`src/rtl/arith_pkg.sv`:
```
// Shared encodings for the sequential arithmetic unit: operation codes and FSM states.
package arith_pkg;

    typedef enum logic [1:0] {
        OP_ADD = 2'b00,
        OP_SUB = 2'b01,
        OP_MUL = 2'b10,
        OP_DIV = 2'b11
    } op_e;

    typedef enum logic [1:0] {
        S_IDLE = 2'b00,
        S_EXEC = 2'b01,
        S_DIV  = 2'b10,
        S_DONE = 2'b11
    } state_e;

endpackage

```
`src/rtl/seq_divider.sv`:
```
// Unsigned restoring divider: loads on start, retires one quotient bit per cycle (MSB first),
// raises done after WIDTH iterations and holds it until the next start.
module seq_divider #(
    parameter int WIDTH = 8,
    parameter int CNT_W = $clog2(WIDTH + 1)
) (
    input  logic             clk,
    input  logic             reset_n,
    input  logic             start,
    input  logic [WIDTH-1:0] dividend,
    input  logic [WIDTH-1:0] divisor,
    output logic             done,
    output logic [WIDTH-1:0] quotient,
    output logic [WIDTH-1:0] remainder
);

    logic             busy;
    logic [CNT_W-1:0] cnt;
    logic [WIDTH-1:0] quo_p0;
    logic [WIDTH-1:0] rem_p0;
    logic [WIDTH-1:0] dvs_p0;
    logic [WIDTH:0]   shifted;
    logic [WIDTH:0]   trial;

    // The partial remainder is always below the divisor, so WIDTH+1 bits keep the trial sign unambiguous.
    always_comb begin
        shifted = {rem_p0, quo_p0[WIDTH-1]};
        trial   = shifted - {1'b0, dvs_p0};
    end

    always_ff @(posedge clk or negedge reset_n) begin
        if (!reset_n) begin
            busy <= 1'b0;
            cnt  <= '0;
            done <= 1'b0;
        end else if (start) begin
            busy <= 1'b1;
            cnt  <= '0;
            done <= 1'b0;
        end else if (busy) begin
            cnt <= cnt + 1'b1;
            if (cnt == CNT_W'(WIDTH - 1)) begin
                busy <= 1'b0;
                done <= 1'b1;
            end
        end
    end

    always_ff @(posedge clk) begin
        if (start) begin
            quo_p0 <= dividend;
            rem_p0 <= '0;
            dvs_p0 <= divisor;
        end else if (busy) begin
            if (!trial[WIDTH]) begin
                rem_p0 <= trial[WIDTH-1:0];
                quo_p0 <= {quo_p0[WIDTH-2:0], 1'b1};
            end else begin
                rem_p0 <= shifted[WIDTH-1:0];
                quo_p0 <= {quo_p0[WIDTH-2:0], 1'b0};
            end
        end
    end

    assign quotient  = quo_p0;
    assign remainder = rem_p0;

endmodule

```
`src/rtl/arith_unit_seq.sv`:
```
// Clocked add/sub/mul/div unit with valid/ready handshakes on operand and result sides.
// Add/sub/mul resolve in EXEC; nonzero divides go through the iterative divider on magnitudes.
module arith_unit_seq
    import arith_pkg::*;
#(
    parameter int WIDTH = 8,
    parameter int CNT_W = $clog2(WIDTH + 1)
) (
    input  logic             clk,
    input  logic             reset_n,
    input  logic             i_valid,
    output logic             o_ready,
    input  logic [1:0]       i_op,
    input  logic             i_signed,
    input  logic [WIDTH-1:0] i_value_a,
    input  logic [WIDTH-1:0] i_value_b,
    output logic             o_valid,
    input  logic             i_ready,
    output logic [WIDTH-1:0] o_result,
    output logic [WIDTH-1:0] o_result_hi,
    output logic             o_overflow,
    output logic             o_div_zero
);

    function automatic logic add_ovf(input logic sgn, input logic [WIDTH-1:0] a,
                                     input logic [WIDTH-1:0] b, input logic [WIDTH:0] s);
        return sgn ? ((a[WIDTH-1] == b[WIDTH-1]) && (s[WIDTH-1] != a[WIDTH-1])) : s[WIDTH];
    endfunction

    function automatic logic sub_ovf(input logic sgn, input logic [WIDTH-1:0] a,
                                     input logic [WIDTH-1:0] b, input logic [WIDTH:0] d);
        return sgn ? ((a[WIDTH-1] != b[WIDTH-1]) && (d[WIDTH-1] != a[WIDTH-1])) : d[WIDTH];
    endfunction

    function automatic logic mul_ovf(input logic sgn, input logic [2*WIDTH-1:0] p);
        return sgn ? (p[2*WIDTH-1:WIDTH] != {WIDTH{p[WIDTH-1]}}) : (p[2*WIDTH-1:WIDTH] != '0);
    endfunction

    function automatic logic [WIDTH-1:0] cond_neg(input logic neg, input logic [WIDTH-1:0] v);
        return neg ? (~v + 1'b1) : v;
    endfunction

    state_e             state;
    logic               accept;
    logic               div_start;
    logic               a_neg;
    logic               b_neg;
    logic [WIDTH-1:0]   mag_a;
    logic [WIDTH-1:0]   mag_b;
    logic [WIDTH-1:0]   a_p0;
    logic [WIDTH-1:0]   b_p0;
    op_e                op_p0;
    logic               sgn_p0;
    logic               neg_q_p0;
    logic               neg_r_p0;
    logic               ovf_div_p0;
    logic [WIDTH:0]     sum_p1;
    logic [WIDTH:0]     diff_p1;
    logic [2*WIDTH-1:0] prod_u_p1;
    logic [2*WIDTH-1:0] prod_s_p1;
    logic [2*WIDTH-1:0] prod_p1;
    logic               div_done;
    logic [WIDTH-1:0]   div_quo;
    logic [WIDTH-1:0]   div_rem;

    assign o_ready   = (state == S_IDLE);
    assign accept    = i_valid && o_ready;
    assign div_start = accept && (i_op == OP_DIV) && (i_value_b != '0);
    assign a_neg     = i_signed && i_value_a[WIDTH-1];
    assign b_neg     = i_signed && i_value_b[WIDTH-1];
    assign mag_a     = cond_neg(a_neg, i_value_a);
    assign mag_b     = cond_neg(b_neg, i_value_b);

    // Stage p0: operands and divide sign plan captured at accept
    always_ff @(posedge clk) begin
        if (accept) begin
            a_p0       <= i_value_a;
            b_p0       <= i_value_b;
            op_p0      <= op_e'(i_op);
            sgn_p0     <= i_signed;
            neg_q_p0   <= a_neg ^ b_neg;
            neg_r_p0   <= a_neg;
            ovf_div_p0 <= i_signed && (i_value_a == {1'b1, {(WIDTH-1){1'b0}}}) && (i_value_b == '1);
        end
    end

    // Stage p1: single-cycle datapath evaluated from the captured operands
    assign sum_p1    = {1'b0, a_p0} + {1'b0, b_p0};
    assign diff_p1   = {1'b0, a_p0} - {1'b0, b_p0};
    assign prod_u_p1 = {{WIDTH{1'b0}}, a_p0} * {{WIDTH{1'b0}}, b_p0};
    assign prod_s_p1 = {{WIDTH{a_p0[WIDTH-1]}}, a_p0} * {{WIDTH{b_p0[WIDTH-1]}}, b_p0};
    assign prod_p1   = sgn_p0 ? prod_s_p1 : prod_u_p1;

    seq_divider #(
        .WIDTH (WIDTH),
        .CNT_W (CNT_W)
    ) u_div (
        .clk       (clk),
        .reset_n   (reset_n),
        .start     (div_start),
        .dividend  (mag_a),
        .divisor   (mag_b),
        .done      (div_done),
        .quotient  (div_quo),
        .remainder (div_rem)
    );

    // Results land on entry to DONE; o_valid follows one edge later and holds until consumed.
    always_ff @(posedge clk or negedge reset_n) begin
        if (!reset_n) begin
            state       <= S_IDLE;
            o_valid     <= 1'b0;
            o_result    <= '0;
            o_result_hi <= '0;
            o_overflow  <= 1'b0;
            o_div_zero  <= 1'b0;
        end else begin
            case (state)
                S_IDLE: begin
                    if (accept) state <= div_start ? S_DIV : S_EXEC;
                end
                S_EXEC: begin
                    state       <= S_DONE;
                    o_result_hi <= '0;
                    o_div_zero  <= 1'b0;
                    case (op_p0)
                        OP_ADD: begin
                            o_result   <= sum_p1[WIDTH-1:0];
                            o_overflow <= add_ovf(sgn_p0, a_p0, b_p0, sum_p1);
                        end
                        OP_SUB: begin
                            o_result   <= diff_p1[WIDTH-1:0];
                            o_overflow <= sub_ovf(sgn_p0, a_p0, b_p0, diff_p1);
                        end
                        OP_MUL: begin
                            o_result    <= prod_p1[WIDTH-1:0];
                            o_result_hi <= prod_p1[2*WIDTH-1:WIDTH];
                            o_overflow  <= mul_ovf(sgn_p0, prod_p1);
                        end
                        OP_DIV: begin
                            o_result    <= '1;
                            o_result_hi <= a_p0;
                            o_overflow  <= 1'b0;
                            o_div_zero  <= 1'b1;
                        end
                    endcase
                end
                S_DIV: begin
                    // MIN / -1 yields MIN naturally after negation; only the flag needs raising.
                    if (div_done) begin
                        state       <= S_DONE;
                        o_result    <= cond_neg(neg_q_p0, div_quo);
                        o_result_hi <= cond_neg(neg_r_p0, div_rem);
                        o_overflow  <= ovf_div_p0;
                        o_div_zero  <= 1'b0;
                    end
                end
                S_DONE: begin
                    if (!o_valid) begin
                        o_valid <= 1'b1;
                    end else if (i_ready) begin
                        o_valid <= 1'b0;
                        state   <= S_IDLE;
                    end
                end
            endcase
        end
    end

endmodule
```
`config.mk`:
```
export PLATFORM = sky130hd
export DESIGN_NAME = arith_unit_seq
export DESIGN_NICKNAME = d
export VERILOG_FILES = /design/src/rtl/arith_pkg.sv /design/src/rtl/seq_divider.sv /design/src/rtl/arith_unit_seq.sv
export SDC_FILE = /design/constraint.sdc
export NUM_CORES = 1
export LEC_CHECK = 0
export CORE_MARGIN = 4
export CORE_UTILIZATION = 50
export CTS_CLUSTER_SIZE = 12
export DETAILED_ROUTE_END_ITERATION = 16
export GPL_TIMING_DRIVEN = 0
export PLACE_DENSITY = 0.68
export SLEW_MARGIN = 20
export SYNTH_ARGS = -nofsm -noshare
export SYNTH_HDL_FRONTEND = slang
export SYNTH_SLANG_ARGS = --single-unit
export TNS_END_PERCENT = 50
```
`constraint.sdc`:
```
create_clock -name clk -period 7.1 [get_ports clk]
set_input_delay 0.71 -clock clk [delete_from_list [all_inputs] [get_ports clk]]
set_output_delay 0.71 -clock clk [all_outputs]
set_load 0.02 [all_outputs]
```
# Yosys cells after proc, flatten, opt, wreduce, memory -nomap -nowiden
# Index checks and enable logic that the tools add are counted.
dict set report op_classes {
  n_mul 2
  bitwise 5
  addsub 8
  n_reduce_logical 19
  mux 40
  eq_ne 19
}
# cell n
set ops {}
lappend ops {{two-way mux 8 bit} 9}
lappend ops {{one-hot mux 8 bit (2 select lines)} 3}
lappend ops {{adder 8 x 1 -> 8 bit, second input constant} 4}
lappend ops {{multiplier 8 x 8 -> 16 bit} 2}
lappend ops {{inverter 8 bit} 4}
lappend ops {{one-hot mux 8 bit (4 select lines)} 1}
lappend ops {{equality test 8 bit, second input constant} 2}
lappend ops {{two-way mux 16 bit} 1}
lappend ops {{nonzero test 8 bit} 2}
lappend ops {{two-way mux 1 bit} 15}
lappend ops {{equality test 2 bit, second input constant} 5}
lappend ops {{two-way mux 2 bit} 5}
lappend ops {{adder 8 x 8 -> 9 bit} 1}
lappend ops {{logical AND 1 bit} 9}
lappend ops {{subtractor 8 x 8 -> 9 bit} 1}
lappend ops {{subtractor 9 x 8 -> 9 bit} 1}
lappend ops {{two-way mux 4 bit} 2}
lappend ops {{!= test 8 bit} 1}
lappend ops {{one-hot mux 2 bit (4 select lines)} 1}
lappend ops {{nonzero test 2 bit} 3}
lappend ops {{adder 4 x 1 -> 4 bit, second input constant} 1}
lappend ops {{equality test 2 x 1 -> 1 bit, second input constant} 2}
lappend ops {{equality test 4 x 3 -> 1 bit, second input constant} 1}
lappend ops {{logical NOT 2 bit} 2}
lappend ops {{9 further kinds} 15}
dict set report word_totals {
  input_bits 23
  output_inout_bits 20
  regBits 73
  elab_cells 112
}

# Depth between registers and ports, before layout
dict set report depth {
  word_depth 7
  ltp_mapped 23
  ltp_nobuf 22
}

# Cells and area by module
# From an unflattened synthesis, not the netlist that was laid out.
dict set report unflattened {
  cells_unflattened 1025
  area_unflattened_um2 9193.8
}
# module n_inst cells_each area_per_inst_um2 seq_area_each_um2
set by_module_without_submodules {}
lappend by_module_without_submodules {arith_unit_seq 1 854 7433.4 1186.1}
lappend by_module_without_submodules {seq_divider 1 171 1760.4 790.8}

# Worst setup path after synthesis
# OpenSTA, ideal clock, no wires.
dict set report synth_timing {
  kind {register -> register}
  start {reg b_p0[7]}
  end {reg o_overflow}
  required_time_ns 6.996
  setup_slack_ns 1.825
  n_path_buf 1
  t_arrival_ns 5.171
  synth_period_minus_slack_ns 5.275
  setup_ns 0.104
  stages_incl_launch_ff 21
  path_cell_list {edfxtp_1 > clkbuf_1 > clkinv_1 > nor2_1 > fa_1 > inv_1 > fa_1 > inv_1 > fa_1 > inv_1 > fa_1 > inv_1 > ha_1 > or3_4 > o21bai_1 > a41o_1 > o41a_1 > xnor2_1 > a21oi_1 > and4b_1 > o41ai_2}
}
dict set report synth_via {
  elab_chain_cells 6
  elab_cells_between_ends 18
  cone_classes {add/sub: 2; mul: 2; eq/ne: 5; mux: 6; reduce/logical: 3}
}
# element line
set synth_lines {}
lappend synth_lines {{start, declared} arith_unit_seq.sv:51} ;# logic [WIDTH-1:0] b_p0;
lappend synth_lines {{start signal, assigned} arith_unit_seq.sv:78} ;# b_p0 <= i_value_b;
lappend synth_lines {{multiplier 8 x 8 -> 16 bit, or another cell as far along} arith_unit_seq.sv:90} ;# assign prod_u_p1 = {{WIDTH{1'b0}}, a_p0} * {{WIDTH{1'b0}}, b_p0};
lappend synth_lines {{two-way mux 16 bit, or another cell as far along} arith_unit_seq.sv:92} ;# assign prod_p1 = sgn_p0 ? prod_s_p1 : prod_u_p1;
lappend synth_lines {{!= test 8 bit, or another cell as far along} arith_unit_seq.sv:36} ;# return sgn ? (p[2*WIDTH-1:WIDTH] != {WIDTH{p[WIDTH-1]}}) : (p[2*WIDTH-1:WIDTH] != '0);
lappend synth_lines {{two-way mux 1 bit, on equally long branches} {arith_unit_seq.sv:36, arith_unit_seq.sv:27, arith_unit_seq.sv:32}}
lappend synth_lines {{one-hot mux 1 bit (4 select lines) (*)} arith_unit_seq.sv:126} ;# case (op_p0)
lappend synth_lines {{one-hot mux 1 bit (2 select lines) (*)} arith_unit_seq.sv:118} ;# case (state)
lappend synth_lines {{end signal, assigned} arith_unit_seq.sv:129} ;# o_overflow <= add_ovf(sgn_p0, a_p0, b_p0, sum_p1);
lappend synth_lines {{end signal, assigned} arith_unit_seq.sv:133} ;# o_overflow <= sub_ovf(sgn_p0, a_p0, b_p0, diff_p1);
lappend synth_lines {{end signal, assigned} arith_unit_seq.sv:138} ;# o_overflow <= mul_ovf(sgn_p0, prod_p1);
lappend synth_lines {{end, declared} arith_unit_seq.sv:21} ;# output logic o_overflow,
# Mark *: on every way between the ends. The rest lies on a longest branch, timed or not.
# A chain may end at the register's enable or synchronous reset.

# Worst setup path after layout
# Same ends and word-level chain as after synthesis.

==> impl_metrics.env <==
export IMPL_synthCells=1009
export IMPL_yosys_area_top_type="fa_1"
export IMPL_synth_edff_count=38
export IMPL_synthFlopType="edfxtp_1"
export IMPL_core_area_um2=17400
export IMPL_r2r_start="b_p0[7]"
export IMPL_worstSetupPathType="register to register"
export IMPL_grt_overflow=0
export IMPL_final_antenna_net_count=0
export IMPL_hold_class="input port to asynchronous set/reset pin"
export IMPL_synth_seq_cells=73
export IMPL_syn_avg_cell_area_um2=8.81
export IMPL_finalWirelength_um=21800
export IMPL_yosysTopAreaCellShare_pct=19.8
export IMPL_die_area_um2=20000
export IMPL_path_cells="clkbuf_1 -> clkinv_1 -> nor2_1 -> fa_1 -> inv_1 -> fa_1 -> inv_1 -> fa_1 -> inv_1 -> fa_1 -> inv_1 -> ha_1 -> or3_4 -> o21bai_1 -> a41o_1 -> o41a_1 -> xnor2_1 -> a21oi_1 -> and4b_1 -> o41ai_2"
export IMPL_setup_tns_final_ns=0
export IMPL_cpPeakStageDelay_ns=0.53
export IMPL_netlist_top_cells_count="inv_1, ha_1, fa_1, nor2_1, nand2_1"
export IMPL_fin_util_pct=56.8
export IMPL_min_period_over_period_pct=86.5
export IMPL_yosysSeqAreaShare_pct=22.2
export IMPL_cap_violations=0
export IMPL_placed_area_um2=9590
export IMPL_endpoint="o_overflow"
export IMPL_n_antenna_cell=0
export IMPL_cp_required_ns=7.32
export IMPL_vias=6953
export IMPL_firstDrtPassIters=5
export IMPL_period_minus_slack_ns=6.14
export IMPL_crit_family="adder cells"
export IMPL_setup_violations=0
export IMPL_r2r_setup_slack_ns=0.96
export IMPL_clk_pin_slew_ns=0.06
export IMPL_dp_hpwl_um=17800
export IMPL_slew_viol_final=0
export IMPL_drt_iter0_drc=431
export IMPL_crit_fanout=9
export IMPL_num_rows=48
export IMPL_hold_viol_final=0
export IMPL_synth_most_common_cell="inv_1"
export IMPL_r2r_cells=20
export IMPL_cts_setup_buffers=0
export IMPL_cp_slowest_cell="fa_1"
export IMPL_grt_pass1_wl_um=36300
export IMPL_endpoint_kind="register"
export IMPL_clock_sinks=73
export IMPL_cts_htree_levels=3
export IMPL_grt_pass1_vias=7134
export IMPL_final_area_um2=9860
export IMPL_synth_area_um2=8890
export IMPL_clk_latency_ns=0.34
export IMPL_syn_num_nets=1214
export IMPL_startpoint_type="register"
export IMPL_grt_setup_unrepaired="no"
export IMPL_start_util_pct=51.2
export IMPL_cts_root_buffer="clkbuf_16"
export IMPL_cp_depth=20
export IMPL_worst_pin_slew_ns=0.971
export IMPL_io_buffers=42
export IMPL_crit_arrival_ns=6.36
export IMPL_nets=1267
export IMPL_vias_per_cell=5.38
export IMPL_critPathBufInv=6
export IMPL_ys_top_cells_by_area="fa_1, ha_1, edfxtp_1"
export IMPL_grt_usage_pct=23.0
export IMPL_antenna_found_initial=0
export IMPL_cts_tree="built"
export IMPL_grt_max_degree=28
export IMPL_route_detailed_drc=0
export IMPL_cts_buffers_inserted=9
export IMPL_relSlewSlack_pct=35.3
export IMPL_synthDistinctLibCells=65
export IMPL_crit_start="b_p0[7]"
export IMPL_fin_skew_ns=0.00783
export IMPL_status="completed"
export IMPL_pin_count=43
export IMPL_layout_drive_gt1_share_pct=3.09
export IMPL_cts_resized_gates=0
export IMPL_gp_congestion=0.913
export IMPL_postCtsHoldBufs=0
export IMPL_max_freq_ghz=0.163
export IMPL_ys_warn_count=0
export IMPL_rr_endpoint="o_overflow"
export IMPL_area_growth_pct=10.9
export IMPL_ys_async_sr_fraction_pct=37.0
export IMPL_dieWidth_um=141
export IMPL_clock_path_buffers=2
export IMPL_die_y_um=141
export IMPL_wire_per_inst_um=16.9
## routing by layer
metal  global-route usage (%)  part of all wire [%]  vias up
met5                        0                     0        -
met4                     7.90                   3.3        0
met3                     3.34                   5.5       43
met2                     37.2                    46      190
met1                     31.7                    45     3311
li1                         -                     -     3409
## cell families after synthesis
| logic type | after synthesis | share of synthesized area [%] |
|---|---|---|
| compound gates | 182 | 12.8 |
| xor+xnor | 61 | 6.01 |
| fa+ha+maj | 182 | 33.0 |
| buf+inv | 232 | 9.85 |
| flops | 73 | 22.2 |
| mux | 20 | 2.36 |
| simple gates | 259 | 13.7 |
## sequential cells by signal, summed over array words and instances, names as in the netlist, 2 cells and up
signal           flops
a_p0                 8
u_div.quotient       8
o_result_hi          8
u_div.cnt            4
u_div.remainder      8
state                2
o_result             8
b_p0                 8
op_p0                2
u_div.dvs_p0         8
## worst min-delay path by stage
stage                     slack [ns]  cells after the start         from        endpoint
final                           0.39                      1      reset_n  o_result_hi[6]
after floorplan                 0.41                      0      reset_n      o_div_zero
after detailed placement        0.47                      2  o_result[3]     o_result[3]
after global routing            0.44                      1      reset_n     o_result[6]
after CTS                       0.40                      1      reset_n     o_result[0]
after global placement          0.46                      2  o_result[4]     o_result[4]
## metrics by stage
step	worst slack (ns)	instances	hold WS [ns]
floorplan	1.83	1009	0.414
global placement	1.03	1276	0.462
detailed placement	0.982	1276	0.473
CTS	0.966	1292	0.404
global route	0.602	1292	0.436
finish	0.957	1292	0.390
## layout by cell type (no fill, tap or decap), types with 27 or more instances in the layout
| master | instances |
|---|---|
| o21ai_0 | 43 |
| fa_1 | 88 |
| nor2_1 | 88 |
| inv_1 | 207 |
| clkdlybuf4s50_1 | 41 |
| dfrtp_1 | 27 |
| edfxtp_1 | 38 |
| a21oi_1 | 62 |
| xnor2_1 | 40 |
| nand2_1 | 74 |
| ha_1 | 94 |
## cell type report
cell class | count | area (um^2)
Timing Repair Buffer | 42 | 415
Clock buffer | 9 | 225
Inverter | 209 | 785
Fill cell | 1586 | 7500
Sequential cell | 73 | 1980
Buffer | 23 | 91.3
Clock inverter | 7 | 45.0
Tap cell | 225 | 282
Multi-Input combinational cell | 704 | 6040
Power is left out: the tool's default activity adds up to more than one toggle a clock period on the data nets, which glitch-free logic cannot reach.
